$ cat config.mk
export PLATFORM = sky130hd
export DESIGN_NAME = mux4_rr_arbiter
export DESIGN_NICKNAME = d
export VERILOG_FILES = /design/src/rtl/mux_arb_pkg.sv /design/src/rtl/rr_pick4.sv /design/src/rtl/mux4_rr_arbiter.sv
export SDC_FILE = /design/constraint.sdc
export NUM_CORES = 1
export LEC_CHECK = 0
export CORE_MARGIN = 2
export CORE_UTILIZATION = 44
export CTS_BUF_LIST = sky130_fd_sc_hd__clkbuf_8
export CTS_CLUSTER_DIAMETER = 80
export DETAILED_ROUTE_END_ITERATION = 12
export PLACE_DENSITY = 0.87
export SETUP_SLACK_MARGIN = 0.02
export SLEW_MARGIN = 20
export SYNTH_ARGS = -nofsm -noshare
export SYNTH_HDL_FRONTEND = slang
export SYNTH_HIERARCHICAL = 1
export SYNTH_SLANG_ARGS = --single-unit
$ cat constraint.sdc
create_clock -name clk -period 4.25 [get_ports clk]
set_input_delay 1.275 -clock clk [delete_from_list [all_inputs] [get_ports clk]]
set_output_delay 1.275 -clock clk [all_outputs]
set_load 0.005 [all_outputs]
$ cat src/rtl/mux_arb_pkg.sv
`default_nettype none
// +----------------------------------------------------------------------+
// | mux_arb_pkg : shared sizes and state encoding for mux4_rr_arbiter    |
// | Rev 1.0                                                              |
// +----------------------------------------------------------------------+
package mux_arb_pkg;

  localparam int NREQ  = 4;
  localparam int SEL_W = 2;
  localparam int CNT_W = 8;

  typedef enum logic [0:0] {
    ST_IDLE = 1'b0,
    ST_BUSY = 1'b1
  } state_e;

endpackage : mux_arb_pkg
`default_nettype wire

$ cat src/rtl/rr_pick4.sv
`default_nettype none
// +----------------------------------------------------------------------+
// | rr_pick4 : rotating-priority search over 4 requests starting at ptr  |
// | Rev 1.0                                                              |
// +----------------------------------------------------------------------+
module rr_pick4
  import mux_arb_pkg::*;
(
  input  logic [NREQ-1:0]  req,
  input  logic [SEL_W-1:0] ptr,
  output logic             found,
  output logic [SEL_W-1:0] idx
);

  logic [SEL_W-1:0] cand;

  // Walk from the farthest offset back to ptr so the nearest hit wins.
  always_comb begin
    found = 1'b0;
    idx   = ptr;
    cand  = '0;
    for (int k = NREQ - 1; k >= 0; k--) begin
      cand = ptr + SEL_W'(k);
      if (req[cand]) begin
        found = 1'b1;
        idx   = cand;
      end
    end
  end

endmodule : rr_pick4
`default_nettype wire

$ cat src/rtl/mux4_rr_arbiter.sv
`default_nettype none
// +----------------------------------------------------------------------+
// | mux4_rr_arbiter : round-robin owner of a shared 4:1 data mux         |
// | Optional hold timeout compiled in with MUXARB_TIMEOUT_EN.  Rev 1.0   |
// +----------------------------------------------------------------------+
module mux4_rr_arbiter
  import mux_arb_pkg::*;
#(
  parameter int DATA_W   = 8,
  parameter int HOLD_MAX = 15
) (
  input  logic                   clk,
  input  logic                   rst,
  input  logic [NREQ-1:0]        req,
  input  logic [NREQ-1:0]        last,
  input  logic [NREQ*DATA_W-1:0] data_in,
  output logic [NREQ-1:0]        gnt,
  output logic [SEL_W-1:0]       sel,
  output logic [DATA_W-1:0]      data_out,
  output logic                   valid_out,
  output logic                   timeout
);

  generate
    if (HOLD_MAX < 1 || HOLD_MAX > 255) begin : g_bad_hold_max
      $error("mux4_rr_arbiter: HOLD_MAX must be within 1..255");
    end
  endgenerate

  state_e            state_q, state_d;
  logic [NREQ-1:0]   gnt_q, gnt_d;
  logic [SEL_W-1:0]  sel_q, sel_d;
  logic [SEL_W-1:0]  ptr_q, ptr_d;
  logic [DATA_W-1:0] data_q, data_d;
  logic              valid_q, valid_d;
  logic              release_w;
  logic              found_w;
  logic [SEL_W-1:0]  idx_w;
`ifdef MUXARB_TIMEOUT_EN
  logic [CNT_W-1:0]  cnt_q, cnt_d;
  logic              timeout_q, timeout_d;
`endif

  rr_pick4 u_pick (
    .req   (req),
    .ptr   (ptr_q),
    .found (found_w),
    .idx   (idx_w)
  );

  always_comb begin
    state_d   = state_q;
    gnt_d     = gnt_q;
    sel_d     = sel_q;
    ptr_d     = ptr_q;
    data_d    = data_q;
    valid_d   = 1'b0;
    release_w = 1'b0;
`ifdef MUXARB_TIMEOUT_EN
    cnt_d     = cnt_q;
    timeout_d = 1'b0;
`endif
    case (state_q)
      ST_IDLE: begin
        if (found_w) begin
          state_d        = ST_BUSY;
          gnt_d          = '0;
          gnt_d[idx_w]   = 1'b1;
          sel_d          = idx_w;
`ifdef MUXARB_TIMEOUT_EN
          cnt_d          = '0;
`endif
        end
      end
      ST_BUSY: begin
        data_d    = data_in[sel_q*DATA_W +: DATA_W];
        valid_d   = req[sel_q];
        release_w = !req[sel_q] || last[sel_q];
`ifdef MUXARB_TIMEOUT_EN
        // Forced release only when the owner did not finish on its own this cycle.
        cnt_d = cnt_q + CNT_W'(1);
        if (!release_w && cnt_d == CNT_W'(HOLD_MAX)) begin
          release_w = 1'b1;
          timeout_d = 1'b1;
        end
`endif
        if (release_w) begin
          state_d = ST_IDLE;
          gnt_d   = '0;
          ptr_d   = sel_q + SEL_W'(1);
        end
      end
      default: state_d = ST_IDLE;
    endcase
  end

  always_ff @(posedge clk or posedge rst) begin
    if (rst) begin
      state_q   <= ST_IDLE;
      gnt_q     <= '0;
      sel_q     <= '0;
      ptr_q     <= '0;
      data_q    <= '0;
      valid_q   <= 1'b0;
`ifdef MUXARB_TIMEOUT_EN
      cnt_q     <= '0;
      timeout_q <= 1'b0;
`endif
    end else begin
      state_q   <= state_d;
      gnt_q     <= gnt_d;
      sel_q     <= sel_d;
      ptr_q     <= ptr_d;
      data_q    <= data_d;
      valid_q   <= valid_d;
`ifdef MUXARB_TIMEOUT_EN
      cnt_q     <= cnt_d;
      timeout_q <= timeout_d;
`endif
    end
  end

  assign gnt       = gnt_q;
  assign sel       = sel_q;
  assign data_out  = data_q;
  assign valid_out = valid_q;
`ifdef MUXARB_TIMEOUT_EN
  assign timeout   = timeout_q;
`else
  assign timeout   = 1'b0;
`endif

endmodule : mux4_rr_arbiter
`default_nettype wire
### After elaboration in Yosys (flattened, before gate mapping)

Cells that the tools add are included.

| word-level totals | value |
|---|---|
| register bits | 18 |
| bits in latches | 0 |
| RAM bits | 0 |
| bits in read-only memories | 0 |
| input bits | 42 |
| output and inout bits | 16 |
| word-level logic and storage cells | 56 |
| memories kept | 0 |

| cells by class | value |
|---|---|
| add/subtract/negate cells | 4 |
| multipliers | 0 |
| divide/modulo/power cells | 0 |
| order comparisons | 7 |
| eq/ne operators | 2 |
| shift operators | 1 |
| multiplexer cells | 29 |
| bitwise logic cells | 1 |
| reductions and logical operators | 6 |

Operator list:

| operator | number |
|---|---|
| indexed part select 32 x 6 -> 8 bit | 1 |
| < comparator 2 x 3 -> 1 bit (second input constant) | 6 |
| 2-to-1 mux 1 bit | 14 |
| binary-select mux 1 bit (select 2 bit) | 6 |
| 2-to-1 mux 2 bit | 4 |
| 2-to-1 mux 4 bit | 2 |
| one-hot mux 4 bit (2 select lines) | 1 |
| AND reduction 2 bit | 3 |
| adder 2 x 1 -> 2 bit (second input constant) | 2 |
| adder 2 bit (second input constant) | 2 |
| demux 1 bit (select 2 bit) | 1 |
| greater-or-equal comparator 2 x 1 -> 1 bit (second input constant) | 1 |
| != test 2 x 1 -> 1 bit (second input constant) | 1 |
| != test 2 bit (second input constant) | 1 |
| one-hot mux 1 bit (2 select lines) | 1 |
| logical AND 1 bit | 1 |
| logical NOT 1 bit | 1 |
| logical OR 1 bit | 1 |
| NOT 1 bit | 1 |

### Logic depth before layout (Yosys ltp)

Gate-level depths: netlist of run 1.

| logic depth | value |
|---|---|
| word-level depth | 13 |
| mapped depth | 6 |

### Modules after synthesis

The synthesis of run 1 kept the hierarchy.

Modules (own cells, without submodules):

| module | times used | cells each | area each (µm²) | sequential area each (µm²) |
|---|---|---|---|---|
| mux4_rr_arbiter | 1 | 72 | 1,022.2 | 450.4 |
| rr_pick4 | 1 | 16 | 100.1 | 0.0 |

### Worst setup path before layout of run 1

No wires, ideal clock.

| path | value |
|---|---|
| kind | input to register |
| from | input port req[0] |
| to | register gnt_q[2], in the netlist gnt[2] |
| arrival | 2.373 ns |
| required time | 4.168 ns |
| path slack | 1.795 ns |
| cell stages on the path | 6 |
| path buffers | 0 |
| cell sequence | and2b_2 -> or4_1 -> nand2_1 -> nor2b_1 -> mux2i_1 -> o22ai_1 |

| on the way | value |
|---|---|
| cells in the longest elaborated chain, start to end | 12 |
| elaborated cells on any way between the ends | 30 |

RTL lines:

| element | RTL line | source |
|---|---|---|
| start, declared | mux4_rr_arbiter.sv:14 | `input logic [NREQ-1:0] req,` |
| binary-select mux 1 bit (select 2 bit) | rr_pick4.sv:24 | `if (req[cand]) begin` |
| 2-to-1 mux 1 bit (not written as such) | rr_pick4.sv:24 |  |
| 2-to-1 mux 2 bit (3 in a row) | rr_pick4.sv:24 |  |
| 2-to-1 mux 2 bit * | rr_pick4.sv:24 |  |
| via idx_w[1] | mux4_rr_arbiter.sv:38 | `logic [SEL_W-1:0] idx_w;` |
| < comparator 2 x 3 -> 1 bit (not written as such) / greater-or-equal comparator 2 x 1 -> 1 bit (equally long branches) | mux4_rr_arbiter.sv:68 | `gnt_d[idx_w] = 1'b1;` |
| logical AND 1 bit (not written as such) | mux4_rr_arbiter.sv:68 |  |
| 2-to-1 mux 1 bit (not written as such) | mux4_rr_arbiter.sv:68 |  |
| demux 1 bit (select 2 bit) * | mux4_rr_arbiter.sv:68 |  |
| 2-to-1 mux 4 bit * | mux4_rr_arbiter.sv:65 | `if (found_w) begin` |
| one-hot mux 4 bit (2 select lines) * | mux4_rr_arbiter.sv:63 | `case (state_q)` |
| end signal, assigned | mux4_rr_arbiter.sv:111 | `gnt_q <= gnt_d;` |
| end, declared | mux4_rr_arbiter.sv:31 | `logic [NREQ-1:0] gnt_q, gnt_d;` |

The timed path passes the listed nets; every way through them passes the cells marked *. The select of a mux whose other input is x is not followed.
A chain may end at the register's enable or synchronous reset.

### Worst setup path after layout of run 1

| path | value |
|---|---|
| from | input port req[3] |
| to | register gnt_q[2], in the netlist gnt[2] |

The elaborated chain is that of the path after synthesis.

==> flow_summary.json, run 1 <==
{
  "cts-htree-levels": 1,
  "power-per-cell-area_nw_per_um2": 617,
  "max_clock_freq_mhz": 348,
  "clk_latency_ns": 0.25,
  "drcViolationCount": 0,
  "dp_hpwl_mm": 1.94,
  "startpoint_type": "input pin",
  "timing.rr.end": "ptr_q[1]",
  "layout_commonest_cell": "sky130_fd_sc_hd__clkdlybuf4s50_1",
  "worst_setup_hold_path_clk_slew_ns": 0.07,
  "cts-buffers-inserted": 3,
  "seq_area_frac_synth": 0.401,
  "setup.worst_path.end_class": "flop",
  "dieHeight_um": 54.5,
  "initial_core_util": 0.457,
  "cpLargestDelayFamily": "simple AND/OR/NAND/NOR gates",
  "tritoncts": "done",
  "cts_num_sinks": 18,
  "fp.coreArea_um2": 2450,
  "die_wd_um": 54.5,
  "power.ir.vdd_worst_mv": 0.377,
  "worst_hold_path_type": "reg2reg",
  "fin_crit_sh": 0.676,
  "status": "finished, final reports clean",
  "final_layout_size_suffix_gt1_frac": 0.210,
  "first_global_vias": 976,
  "drtAntennaViolNets": 0,
  "crit_buf_inv": 1,
  "maxCapViolCount": 0,
  "timing.critical_path.fanout_max": 7,
  "report.final.slew_viol_count": 0,
  "detailed_place.area_um2": 1690,
  "critical_path_class": "in2reg",
  "netlist.area_leader.share": 0.401,
  "firstDrtPassIters": 4,
  "cpMaxStageDelayCell": "sky130_fd_sc_hd__clkdlybuf4s50_1",
  "crit_arrival_ns": 3.04,
  "worst_case_headroom_to_the_max_slew_limit": 0.517,
  "critical_path_required_ns": 4.42,
  "timing.hold.worst_path_depth": 1,
  "worstRegToRegCells": 5,
  "cp-startpoint": "req[3]",
  "grt_use_total": 0.201,
  "final_cells": 173,
  "antenna_found_initial": 0,
  "grt_first_pass_wirelength_mm": 4.28,
  "gate_count_of_the_mapped_netlist": 88,
  "floorplan.die_area_um2": 2970,
  "rsz0062_at_grt": "no",
  "design.final.nets": 186,
  "insertedDiodeCount": 0,
  "synth.top_cells.by_area": "sky130_fd_sc_hd__dfrtp_1, sky130_fd_sc_hd__mux4_2, sky130_fd_sc_hd__mux2_2",
  "drt-wirelength-per-cell_um": 14.7,
  "max_stage_delay_ns": 0.58,
  "r2r_start": "sel[0]",
  "stdcell_area_um2": 1750,
  "total_leakage_power_nw": 0.729,
  "holdBufCountCts": 0,
  "synth_area_um2": 1120,
  "layout.core_utilization": 0.711,
  "cts_max_path_buffers": 2,
  "placedCellCount": 169,
  "worst_slew_pin_slew_ns": 0.725,
  "most_used_flip_flop_cell_after_synthesis": "sky130_fd_sc_hd__dfrtp_1",
  "place.gp.congestion": 0.830,
  "first_iter_violations": 4,
  "finalSetupViolCount": 0,
  "synth_cell_types": 31,
  "postcts_resize_cnt": 0,
  "asyncSetResetFlopFracSynth": 1.00,
  "crit_chain": "clkdlybuf4s50_1 -> and3b_1 -> or4_1 -> nand2_1 -> nor2b_1 -> mux2i_1 -> o22ai_1",
  "yosys_warnings": 6,
  "globalRouteOverflowTotal": 0,
  "port_buffers": 56,
  "syn-mean-instance-area_um2": 12.8,
  "syn2layout_area_growth_pct": 55.5,
  "synth.net_count": 130,
  "synth_enable_flop_cells": 0,
  "layout.cells.most_common_list": "sky130_fd_sc_hd__clkdlybuf4s50_1, sky130_fd_sc_hd__dfrtp_1, sky130_fd_sc_hd__mux2_2",
  "num_vias": 932,
  "finalWirelength_mm": 2.54,
  "r2r_slack_ns": 2.42,
  "avgViaCountPerCell": 5.39,
  "ctsRootBufferMaster": "sky130_fd_sc_hd__clkbuf_8",
  "critical_path_sink": "gnt[2]",
  "synth_seq_cells": 18,
  "timing.critical_path.depth": 7,
  "synth_top_cell_by_area": "sky130_fd_sc_hd__dfrtp_1",
  "grt_start_max_net_pins": 21,
  "period_needed_ns": 2.87,
  "finalHoldViolations": 0,
  "io_pins": 58,
  "finClkSkew_ns": 0.000713,
  "num_rows": 18,
  "cts.repair_timing.setup_buffer_count": 0,
  "fin_setup_tns_ns": 0
}
power by group:
group          switching [mW]  internal, mW
sequential              0.105         0.258
clock                  0.0546        0.0821
combinational           0.187         0.391
total                   0.346         0.731
worst register-to-register path, cell delays in order, from the launching register on:
cell and delay [ns]:
sky130_fd_sc_hd__dfrtp_1 0.32, sky130_fd_sc_hd__buf_4 0.25, sky130_fd_sc_hd__mux4_2 0.59, sky130_fd_sc_hd__nand2b_4 0.15
sky130_fd_sc_hd__nand2_4 0.07, sky130_fd_sc_hd__mux2_4 0.33
Yosys cell counts (2+ instances only):
cell / count
sky130_fd_sc_hd__and2b_2: 2
sky130_fd_sc_hd__buf_4: 2
sky130_fd_sc_hd__clkbuf_1: 2
sky130_fd_sc_hd__dfrtp_1: 18
sky130_fd_sc_hd__inv_1: 4
sky130_fd_sc_hd__mux2_2: 10
sky130_fd_sc_hd__mux2i_1: 4
sky130_fd_sc_hd__mux4_2: 9
sky130_fd_sc_hd__nand2_1: 6
sky130_fd_sc_hd__nor2_1: 3
sky130_fd_sc_hd__nor2b_1: 4
sky130_fd_sc_hd__o21ai_0: 2
sky130_fd_sc_hd__o22ai_1: 4
sequential cells by signal (all words and copies together), names as in the netlist:
signal / flops
ptr_q: 2
gnt: 4
valid_out: 1
state_q: 1
sel: 2
data_out: 8
how the worst min path moves through the flow:
stage                             end  slack (ns)   startpoint
after global placement    data_out[6]        0.49  data_out[6]
final                     data_out[3]        0.51  data_out[3]
after CTS                 data_out[3]        0.51  data_out[3]
after detailed placement  data_out[3]        0.50  data_out[3]
after global routing      data_out[3]        0.52  data_out[3]
after floorplan           data_out[0]        0.51  data_out[0]
stage by stage:
step	total power [mW]	setup WS (ns)	hold WS, ns
after floorplan	0.712	1.79	0.505
after CTS	1.09	1.39	0.511
final	1.08	1.38	0.509
after global placement	0.922	1.19	0.490
after detailed placement	0.944	1.12	0.496
after global routing	1.16	1.25	0.523
metal layers:
| layer | share of wire | wire [um] | global-route usage |
|---|---|---|---|
| met1 | 0.40 | 1020 | 0.239 |
| met2 | 0.53 | 1350 | 0.361 |
| met3 | 0.064 | 162 | 0.0437 |
| met4 | 0.0032 | 8 | 0.0625 |
| met5 | 0 | 0 | 0 |
final cells by class:
type | instances | area (um^2)
fillers | 175 | 709
multi-input cells | 60 | 619
repair buffers | 57 | 568
flip-flops and latches | 18 | 450
clock buffers | 4 | 55.1
well taps | 30 | 37.5
inverters | 4 | 15.0
logic make-up after synthesis:
kind of cell	Yosys count	share of synthesized area
DFF	18	0.401
buffers and inverters	10	0.0468
AOI/OAI and AO/OA	11	0.0658
xor gates and xnor gates	1	0.00781
muxes	25	0.353
other	1	0.00334
and+or+nand+nor	22	0.122
(Power assumes the default switching activity.)
==> run 2, diff against run 1 <==
--- a/config.mk
+++ b/config.mk
@@ -6,11 +6,11 @@
 export NUM_CORES = 1
 export LEC_CHECK = 0
 export CORE_MARGIN = 2
-export CORE_UTILIZATION = 44
+export CORE_UTILIZATION = 37
 export CTS_BUF_LIST = sky130_fd_sc_hd__clkbuf_8
 export CTS_CLUSTER_DIAMETER = 80
 export DETAILED_ROUTE_END_ITERATION = 12
-export PLACE_DENSITY = 0.87
+export PLACE_DENSITY = 0.78
 export SETUP_SLACK_MARGIN = 0.02
 export SLEW_MARGIN = 20
 export SYNTH_ARGS = -nofsm -noshare
==> constraint.sdc (replaced) <==
create_clock -name clk -period 2.4 [get_ports clk]
set_input_delay 0.72 -clock clk [delete_from_list [all_inputs] [get_ports clk]]
set_output_delay 0.72 -clock clk [all_outputs]
set_load 0.005 [all_outputs]
==> flow_summary.json, run 2 (synthesis gave the netlist of run 1 again) <==
{
  "design.final.nets": 192,
  "layout_commonest_cell": "sky130_fd_sc_hd__clkdlybuf4s50_1",
  "finalHoldWorstSlack_ns": 0.513,
  "finalSetupViolCount": 0,
  "topRoutingLayerUsed": "met4",
  "total_of_fill_cells_in_the_finished_design": 221,
  "total_leakage_power_nw": 0.757,
  "layout.core_utilization": 0.633,
  "cts-htree-levels": 1,
  "report.final.slew_viol_count": 0,
  "status": "finished, final reports clean",
  "final_layout_size_suffix_gt1_frac": 0.242,
  "wl_met2_mm": 1.70,
  "period_needed_ns": 2.28,
  "syn2layout_area_growth_pct": 59.6,
  "finClkSkew_ns": 0.00556,
  "worst_slew_pin_slew_ns": 0.743,
  "drtAntennaViolNets": 0,
  "startpoint_type": "input pin",
  "num_vias": 979,
  "power-per-cell-area_nw_per_um2": 1110,
  "fp.coreArea_um2": 2830,
  "worst_case_headroom_to_the_max_slew_limit": 0.504,
  "drcViolationCount": 0,
  "place.gp.congestion": 0.911,
  "first_iter_violations": 27,
  "finalHoldViolations": 0,
  "first_global_vias": 1057,
  "num_rows": 19,
  "clk_latency_ns": 0.26,
  "crit_arrival_ns": 2.46,
  "timing.critical_path.fanout_max": 5,
  "dp_hpwl_mm": 2.37,
  "die_wd_um": 59.1,
  "cts_num_sinks": 18,
  "grt_first_pass_wirelength_mm": 4.76,
  "finalWirelength_mm": 3.01,
  "postcts_resize_cnt": 0,
  "maxCapViolCount": 0,
  "drt-wirelength-per-cell_um": 16.7,
  "pre_cts_setup_slack_ns": -0.134,
  "finalWorstSetupSlack_ns": 0.117,
  "worst_setup_hold_path_clk_slew_ns": 0.07,
  "layout.cells.most_common_list": "sky130_fd_sc_hd__clkdlybuf4s50_1, sky130_fd_sc_hd__dfrtp_1, sky130_fd_sc_hd__mux2_2",
  "floorplan.die_area_um2": 3490,
  "grt_start_max_net_pins": 21,
  "setup.worst_path.end_class": "flop",
  "grt_use_total": 0.187,
  "cts.repair_timing.setup_buffer_count": 0,
  "dieHeight_um": 59.1,
  "met3RoutedLength_um": 97,
  "insertedDiodeCount": 0,
  "globalRouteOverflowTotal": 0,
  "cts-buffers-inserted": 3,
  "io_pins": 58,
  "initial_core_util": 0.397,
  "max_clock_freq_mhz": 438,
  "ctsRootBufferMaster": "sky130_fd_sc_hd__clkbuf_8",
  "power.ir.vdd_worst_mv": 0.514,
  "port_buffers": 56,
  "wirelength_met1_mm": 1.15,
  "multi_input_comb_area_um2": 619,
  "rsz0062_at_grt": "no",
  "fin_crit_sh": 0.951,
  "firstDrtPassIters": 4,
  "cts_max_path_buffers": 2,
  "tritoncts": "done",
  "critical_path_class": "in2reg",
  "register_area_um2": 450,
  "critical_path_required_ns": 2.57,
  "largest_register_ffs": 8,
  "avgViaCountPerCell": 5.44,
  "worst_hold_path_type": "reg2reg",
  "antenna_found_initial": 0,
  "holdBufCountCts": 0
}
run 2: layer usage:
metal / up-vias / global-route usage
met5: - / 0
met4: 0 / 0.0974
met2: 30 / 0.343
met1: 497 / 0.205
li1: 448 / -
met3: 4 / 0.0306
run 2: area by class of cell:
cell class / instances / share of cell area
multi-input combinational: 60 / 0.346
timing repair buffer: 63 / 0.342
sequential: 18 / 0.251
clock buffer: 4 / 0.0307
tap: 31 / 0.0216
inverter: 4 / 0.00838
run 2: critical path, cell delays in order:
cell	delay, ns
sky130_fd_sc_hd__clkdlybuf4s50_1	0.47
sky130_fd_sc_hd__and2b_2	0.23
sky130_fd_sc_hd__or4_1	0.51
sky130_fd_sc_hd__nand2_1	0.15
sky130_fd_sc_hd__nor2b_1	0.15
sky130_fd_sc_hd__mux2i_1	0.08
sky130_fd_sc_hd__o22ai_1	0.16
run 2: per-stage QoR:
stage | total power, mW | setup TNS [ns] | cells | instance area (um^2)
after floorplan | 1.26 | 0 | 88 | 1120
after global placement | 1.69 | -0.105 | 176 | 1740
after detailed placement | 1.74 | -0.397 | 176 | 1740
after CTS | 2.00 | 0 | 180 | 1790
after global routing | 2.11 | 0 | 180 | 1790
final | 1.98 | 0 | 180 | 1790
run 2: path summary, 6_finish.rpt:
| kind | startpoint | end | slack [ns] | depth (start not counted) |
|---|---|---|---|---|
| max reg2reg | sel[0] | ptr_q[1] | 0.59 | 4 |
| max | req[0] | gnt[2] | 0.12 | 7 |
| max in group asynchronous | rst | data_out[7] | 1.13 | 2 |
| min in group asynchronous | rst | gnt[1] | 0.85 | 2 |
| min reg2reg | data_out[2] | data_out[2] | 0.51 | 1 |
| min | data_out[2] | data_out[2] | 0.51 | 1 |
run 2: report_power, final:
group | switching, mW | total [mW] | internal, mW
Sequential | 0.184 | 0.642 | 0.458
Clock | 0.106 | 0.252 | 0.146
Combinational | 0.361 | 1.09 | 0.730
Total | 0.651 | 1.98 | 1.33
